## src/rtl/q_seq_pkg.sv

```systemverilog
// Shared constants for the q_seq_gen sequence generator.
// Mode encodings and the Johnson code table.
package q_seq_pkg;

    localparam logic [1:0] MODE_BIN  = 2'b00;
    localparam logic [1:0] MODE_GRAY = 2'b01;
    localparam logic [1:0] MODE_JOHN = 2'b10;

    localparam int JOHN_LEN = 6;

    // Entry 0 is the rightmost element.
    localparam logic [5:0][2:0] JOHN_CODE = {
        3'b100, 3'b110, 3'b111, 3'b011, 3'b001, 3'b000
    };

endpackage

```

## src/rtl/q_seq_encode.sv

```systemverilog
// Combinational index-to-code encoder.
// Supports binary, Gray and 6-state Johnson output codes.
module q_seq_encode
    import q_seq_pkg::*;
(
    input  logic [2:0] idx,
    input  logic [1:0] mode,
    output logic [2:0] code
);

    always_comb begin
        code = idx;
        case (mode)
            MODE_GRAY: code = idx ^ (idx >> 1);
            MODE_JOHN: code = (idx < 3'(JOHN_LEN)) ? JOHN_CODE[idx] : 3'b000;
            default:   code = idx;
        endcase
    end

endmodule

```

## src/rtl/q_seq_gen.sv

```systemverilog
// Programmable-length up/down index counter with parallel load.
// Registers the encoded index onto Q3..Q1 and a wrap pulse on C.
module q_seq_gen
    import q_seq_pkg::*;
#(
    parameter int MOD     = 8,
    parameter int RST_IDX = 0
) (
    input  logic       Clk,
    input  logic       Reset,
    input  logic       En,
    input  logic       Load,
    input  logic [2:0] D,
    input  logic       Up,
    input  logic [1:0] Mode,
    output logic       Q3,
    output logic       Q2,
    output logic       Q1,
    output logic       C
);

    localparam logic [3:0] MOD_EM  = 4'(MOD);
    localparam logic [3:0] JOHN_EM = (MOD < JOHN_LEN) ? 4'(MOD) : 4'(JOHN_LEN);
    localparam logic [2:0] RST_V   = 3'(RST_IDX);

    logic [2:0] idx;
    logic [2:0] idx_next;
    logic [3:0] em;
    logic [2:0] em_m1;
    logic       wrap;
    logic [1:0] enc_mode;
    logic [2:0] code;
    logic [2:0] q_reg;
    logic       c_reg;

    always_comb begin
        em       = (Mode == MODE_JOHN) ? JOHN_EM : MOD_EM;
        em_m1    = 3'(em - 4'd1);
        idx_next = idx;
        wrap     = 1'b0;
        enc_mode = Mode;
        if (Reset) begin
            // Reset code is always the binary encoding of RST_IDX.
            idx_next = RST_V;
            enc_mode = MODE_BIN;
        end else if (Load) begin
            idx_next = ({1'b0, D} >= em) ? em_m1 : D;
        end else if (En) begin
            if (Up) begin
                if (idx >= em_m1) begin
                    idx_next = 3'd0;
                    wrap     = 1'b1;
                end else begin
                    idx_next = idx + 3'd1;
                end
            end else if (idx == 3'd0 || {1'b0, idx} >= em) begin
                idx_next = em_m1;
                wrap     = 1'b1;
            end else begin
                idx_next = idx - 3'd1;
            end
        end
    end

    q_seq_encode u_encode (
        .idx  (idx_next),
        .mode (enc_mode),
        .code (code)
    );

    always_ff @(posedge Clk) begin
        if (Reset) begin
            idx   <= RST_V;
            q_reg <= code;
            c_reg <= 1'b0;
        end else begin
            idx   <= idx_next;
            q_reg <= code;
            c_reg <= wrap;
        end
    end

    assign {Q3, Q2, Q1} = q_reg;
    assign C = c_reg;

endmodule

```

## config.mk

```make
export PLATFORM = sky130hd
export DESIGN_NAME = q_seq_gen
export DESIGN_NICKNAME = d
export VERILOG_FILES = /design/src/rtl/q_seq_pkg.sv /design/src/rtl/q_seq_encode.sv /design/src/rtl/q_seq_gen.sv
export SDC_FILE = /design/constraint.sdc
export NUM_CORES = 1
export LEC_CHECK = 0
export ABC_CLOCK_PERIOD_IN_PS = 5300
export CAP_MARGIN = 10
export CORE_AREA = 3 3 40 42
export DETAILED_ROUTE_END_ITERATION = 7
export DIE_AREA = 0 0 43 45
export DONT_BUFFER_PORTS = 1
export PLACE_DENSITY = 0.69
export SYNTH_ARGS = -nofsm -noshare
export SYNTH_HDL_FRONTEND = slang
export SYNTH_SLANG_ARGS = --single-unit
```

## constraint.sdc

```tcl
create_clock -name Clk -period 5.3 [get_ports Clk]
set_clock_uncertainty 0.05 [all_clocks]
set_input_delay 0.265 -clock Clk [delete_from_list [all_inputs] [get_ports Clk]]
set_output_delay 0.265 -clock Clk [all_outputs]
set_load 0.05 [all_outputs]
```

Word-level counts from Yosys, hierarchy flattened
Memories as Yosys holds them, arrays and structs flattened.
Index checks and enable logic that the tools add are counted.
{"block": "word_totals", "register_bits": 7, "n_memories": 1, "rom_bits": 24, "output_inout_bits": 4, "inputBits": 10, "elab_cells": 35}
{"memory": "(name not given)", "words": 8, "width": 3, "read_ports": 1, "rd_clocked_by_memory_dff": 0, "write_ports": 0, "line": "q_seq_encode.sv:15", "text": "MODE_JOHN: code = (idx < 3'(JOHN_LEN)) ? JOHN_CODE[idx] : 3'b000;"}
{"block": "classes", "eq_ne": 3, "mux": 15, "reduce_logical": 3, "order_cmp": 5, "bitwise_logic": 2, "addsub": 3}
{"cell": "$mux W3", "count": 9}
{"cell": "$ge A3 B4 Y1", "count": 2}
{"cell": "$pmux W3 S2", "count": 1}
{"cell": "$sub A3 B1 Y3 const B", "count": 2}
{"cell": "$eq A2 B2 Y1 const B", "count": 2}
{"cell": "$lt A3 B4 Y1 const B", "count": 1}
{"cell": "$mux W4", "count": 1}
{"cell": "$add A3 B1 Y3 const B", "count": 1}
{"cell": "$ge A3 B3 Y1", "count": 1}
{"cell": "$logic_not A3 Y1", "count": 1}
{"cell": "$lt A3 B3 Y1 const B", "count": 1}
{"cell": "$mux W1", "count": 3}
{"cell": "$reduce_or A3 Y1", "count": 1}
{"cell": "$xor A3 B2 Y3", "count": 1}
{"cell": "$eq A2 B1 Y1 const B", "count": 1}
{"cell": "$mux W2", "count": 1}
{"cell": "$logic_or A1 B1 Y1", "count": 1}
{"cell": "$not A1 Y1", "count": 1}

Depth between registers and ports, before layout
{"block": "logic_depth", "depth_word": 13, "depth_mapped": 12, "depth_no_buf": 11}

Hierarchy
From an unflattened synthesis, not the netlist that was laid out.
{"block": "hier_totals", "hier_cells": 78, "area_unflattened_um2": 646.9}
{"mod": "q_seq_gen", "instances": 1, "cells_per_inst": 57, "area_per_inst_um2": 491.7}
{"mod": "q_seq_encode", "instances": 1, "cells_per_inst": 21, "area_per_inst_um2": 155.1}

Least setup slack after synthesis
Ideal clock, no wire load.
{"block": "synth_timing", "path_kind": "reg-to-reg", "start": "reg idx[1]", "end": "reg q_reg[1]", "arrival_ps": 2422, "setup_time_ps": 79, "n_path_buf": 1, "stages_incl_launch_ff": 12, "synth_period_minus_slack_ps": 2550, "slack_ps": 2750, "cell_sequence": "dfxtp_1 > buf_2 > inv_1 > ha_1 > or3_1 > a21oi_1 > nor3_1 > a21oi_4 > inv_1 > ha_1 > or4b_1 > o221ai_2"}
{"block": "synth_between", "elab_chain_len": 11, "word_cells_on_any_way": 18, "classes_between": "2 x add/sub; 3 x order compare; 9 x mux; 1 x bitwise; 2 x reduce/logical; 1 x memory"}
{"item": "start: declaration", "line": "q_seq_gen.sv:26", "text": "logic [2:0] idx;"}
{"item": "start signal: assignment", "line": "q_seq_gen.sv:77", "text": "idx <= idx_next;"}
{"item": "$ge A3 B4 Y1 or $logic_not A3 Y1 (tied branches)", "line": "q_seq_gen.sv:56", "text": "end else if (idx == 3'd0 || {1'b0, idx} >= em) begin"}
{"item": "$logic_or A1 B1 Y1", "line": "q_seq_gen.sv:56"}
{"item": "$mux W3", "line": "q_seq_gen.sv:56"}
{"item": "$mux W3 (*)", "line": "q_seq_gen.sv:49", "text": "if (Up) begin"}
{"item": "$mux W3 (*)", "line": "q_seq_gen.sv:48", "text": "end else if (En) begin"}
{"item": "$mux W3 (*)", "line": "q_seq_gen.sv:46", "text": "end else if (Load) begin"}
{"item": "$mux W3 (*)", "line": "q_seq_gen.sv:42", "text": "if (Reset) begin"}
{"item": "net idx_next[2]", "line": "q_seq_gen.sv:27", "text": "logic [2:0] idx_next;"}
{"item": "$mem_v2 Z8 W3"}
{"item": "$mux W3 (not written as such)", "line": "q_seq_encode.sv:15"}
{"item": "$mux W3", "line": "q_seq_encode.sv:15"}
{"item": "$pmux W3 S2 (*)", "line": "q_seq_encode.sv:13", "text": "case (mode)"}
{"item": "net code[1]", "line": "q_seq_gen.sv:32", "text": "logic [2:0] code;"}
{"item": "end signal: assignment", "line": "q_seq_gen.sv:74", "text": "q_reg <= code;"}
{"item": "end signal: assignment", "line": "q_seq_gen.sv:78", "text": "q_reg <= code;"}
{"item": "end: declaration", "line": "q_seq_gen.sv:33", "text": "logic [2:0] q_reg;"}
The timed path passes the listed nets; every way through them passes the cells marked *. The select of a mux whose other input is x is not followed.
A chain may end at the register's enable or synchronous reset.

Final worst setup path
Ends and elaborated chain as after synthesis.

==> summary.md <==
| Metric | Value |
|---|---|
| Reg2reg start | `idx[1]` |
| RSZ-0062 raised after global routing | `false` |
| Outcome | `finished clean` |
| NetSw | `0.0578 mW` |
| Residual DRC | `0` |
| Maxcap violations | `0` |
| Synth Area in Compound Gates | `29.9%` |
| P&R area growth vs syn | `1.76%` |
| Port bufs | `0` |
| # rows | `13` |
| Kind of critical path | `flop to flop` |
| Fmax | `0.358 GHz` |
| Crit path cell chain | `inv_1, ha_1, or3_1, a21oi_1, nor3_1, a21oi_4, inv_1, ha_1, or4b_1, o221ai_2` |
| Sw Ratio | `35.4%` |
| Pwr per Cell Area | `226 mW/mm^2` |
| Number of enable flip-flop cells after synthesis | `0` |
| CTS tree | `done` |
| Net Count, Synth | `104` |
| Slowest stage delay, CP | `0.54 ns` |
| Mapped Cells | `86` |
| Leakage power | `0.299 nW` |
| Largest family of logic cells by synthesized area | `compound AO/OA/AOI/OAI gates` |
| Post-route ant nets | `0` |
| Post-CTS sizing | `0` |
| Startpoint types | `flop` |
| Post-CTS Setup Bufs | `0` |
| First DRT Iteration DRCs | `11` |
| Clock Path Buffers | `2` |
| Die H | `45 microns` |
| Logic gate share of total power | `24.7%` |
| DR pass1 iterations | `3` |
| Mux contribution to synthesized area | `1.58%` |
| Seq/Total Area, Yosys | `19.7%` |
| Hold_buf cts | `0` |
| Fin. max-slew vios | `0` |
| Pin count of the biggest net entering global routing | `12` |
| Slowest cell on the critical path | `or4b_1` |
| Placer Congestion | `0.737` |
| DR WL/cell | `11.7 microns` |
| CTS buffer count | `3` |
| Number of global-route vias before repair | `535` |
| Starting Density | `55.4%` |
| Tot GR Track Use | `14.3%` |
| Dpl hpwl | `968 microns` |
| Post-DR vias/cell | `6.00` |
| First-pass GRT wire length | `2.10 mm` |
| Total gr overflow | `0` |
| Placed inst area | `698 sq um` |
| Total negative setup slack | `0 ns` |
| Synth Area in XOR/XNOR | `0%` |
| Int Power | `0.106 mW` |
| Antenna violations before repair | `0` |
| Top_reg_cell synth | `dfxtp_1` |
| Post-Syn Area | `712 sq um` |
| Clk_lat worst skew | `0.26 ns` |
| Die ar. | `0.00194 sq mm` |
| Layout cell share with drive strength beyond 1 | `14.0%` |
| I/O pins | `14` |
| YS warnings | `0` |
| CP max FO | `11` |
| H-Tree Depth | `1` |
| Finished Cell Area | `724 sq um` |
| Core area | `0.00128 sq mm` |
| Ant diodes | `0` |
| Critical path data required time | `5.43 ns` |
| Tmin final | `2.80 ns` |
| Min-delay worst type | `input pin to flop` |
| Power share of the clock group | `30.0%` |
| CTS Root Cell | `clkbuf_4` |
| Hold Vio Cnt, Final | `0` |
| Routed WL | `1.18 mm` |
| Syn avg cell area | `8.28 sq um` |
| Commonest non-fill, non-tap cell in the layout | `inv_1` |
| Final setup violation count | `0` |
| Post-synthesis adder-cell area fraction | `15.6%` |
| Synth Area in Simple Gates | `22.8%` |
| Seq pwr share | `45.3%` |
| Synth cell types | `35` |
| Worst Path Buf+Inv | `2` |
| Period utilization | `52.7%` |
| Start point of the critical path | `idx[1]` |
| Peak supply drop | `0.114 mV` |
| CTS sink cnt | `7` |
| FILL cells | `121` |
| Ys async rst share | `0%` |
| Crit path max-delay family | `simple AND/OR/NAND/NOR gates` |
| Arrival @ worst endpoint | `2.92 ns` |
| Die W | `43 microns` |
| CP endpoint kind | `flop` |
| Via count | `606` |
| HP Start | `Reset` |
| Nets | `105` |
| Rel. slew slack | `68.6%` |
| Commonest non-fill, non-tap cells in the layout | `inv_1 (11), nor2_1 (9), ha_1 (8)` |
| Synthesized flop and latch total | `7` |
| Slew @ Worst Pin | `0.470 ns` |
| Clock transition at the registers of the reported paths | `0.05 ns` |
[cell usage after synthesis, drive strengths merged, types with 2 or more instances]
cell type | n | area, sq um
inv | 11 | 41.3
nor2 | 9 | 33.8
ha | 8 | 100
a21oi | 7 | 46.3
dfxtp | 7 | 140
nand2 | 5 | 18.8
a211oi | 4 | 35.0
buf | 4 | 32.5
nor3b | 3 | 22.5
o21ai | 3 | 18.8
a221oi | 2 | 17.5
a311oi | 2 | 23.8
a31oi | 2 | 12.5
nand2b | 2 | 12.5
nor2b | 2 | 20.0
nor3 | 2 | 15.0
o211ai | 2 | 15.0
[power groups by stage]
stage	Clock, mW	Combinational, mW	Sequential (mW)
2_1_floorplan	0	0.0403	0.0715
3_3_place_gp	0	0.0399	0.0750
3_5_place_dp	0	0.0409	0.0751
4_1_cts	0.0508	0.0410	0.0740
5_1_grt	0.0552	0.0468	0.0748
6_report	0.0490	0.0404	0.0741
[logic make-up (layout without fill, tap and decap cells)]
logic type	Yosys count	in the layout
fa+ha+maj	9	9
buf+inv	15	15
flops	7	7
simple gates	28	28
compound gates	26	26
mux	1	1
[worst paths after layout]
check        endpoint  slack (ns)  cells past startpoint
max          q_reg[1]        2.50                     10
min            idx[0]        0.02                      1
max reg2reg  q_reg[1]        2.50                     10
min reg2reg         C        0.65                      2
[worst reg2reg max path, stage by stage (launching register included)]
cell and delay, ns:
dfxtp_1 0.52, inv_1 0.11, ha_1 0.23, or3_1 0.32, a21oi_1 0.15, nor3_1 0.09
a21oi_4 0.23, inv_1 0.08, ha_1 0.22, or4b_1 0.54, o221ai_2 0.17
[metal layers]
layer  track usage, %  wire, microns  up-vias  share of wire (%)
li1                 -              -      309                  -
met1             17.4            574      277                 49
met2             22.8            507       17                 43
met3             5.58             82        3                6.9
met4             5.42             16        0                1.4
met5                0              0        -                  0
[final cells by class]
type	instances	area (sq um)	area share, %
inverters	11	41.3	5.70
flip-flops and latches	7	140	19.3
clock buffers	4	26.3	3.63
well taps	15	18.8	2.59
multi-input cells	64	498	68.7
[metrics by stage]
stage          cells  total power, mW  utilization (%)  setup WS [ns]  hold WS [ns]
6_report         101            0.163             56.4           2.50        0.0243
5_1_grt          101            0.177             56.4           2.31       0.00858
4_1_cts          101            0.166             56.4           2.48        0.0188
3_5_place_dp      97            0.116             54.3           2.51         0.299
3_3_place_gp      97            0.115             54.3           2.57         0.291
2_1_floorplan     86            0.112                -           2.75         0.288
(Power assumes the default switching activity.)
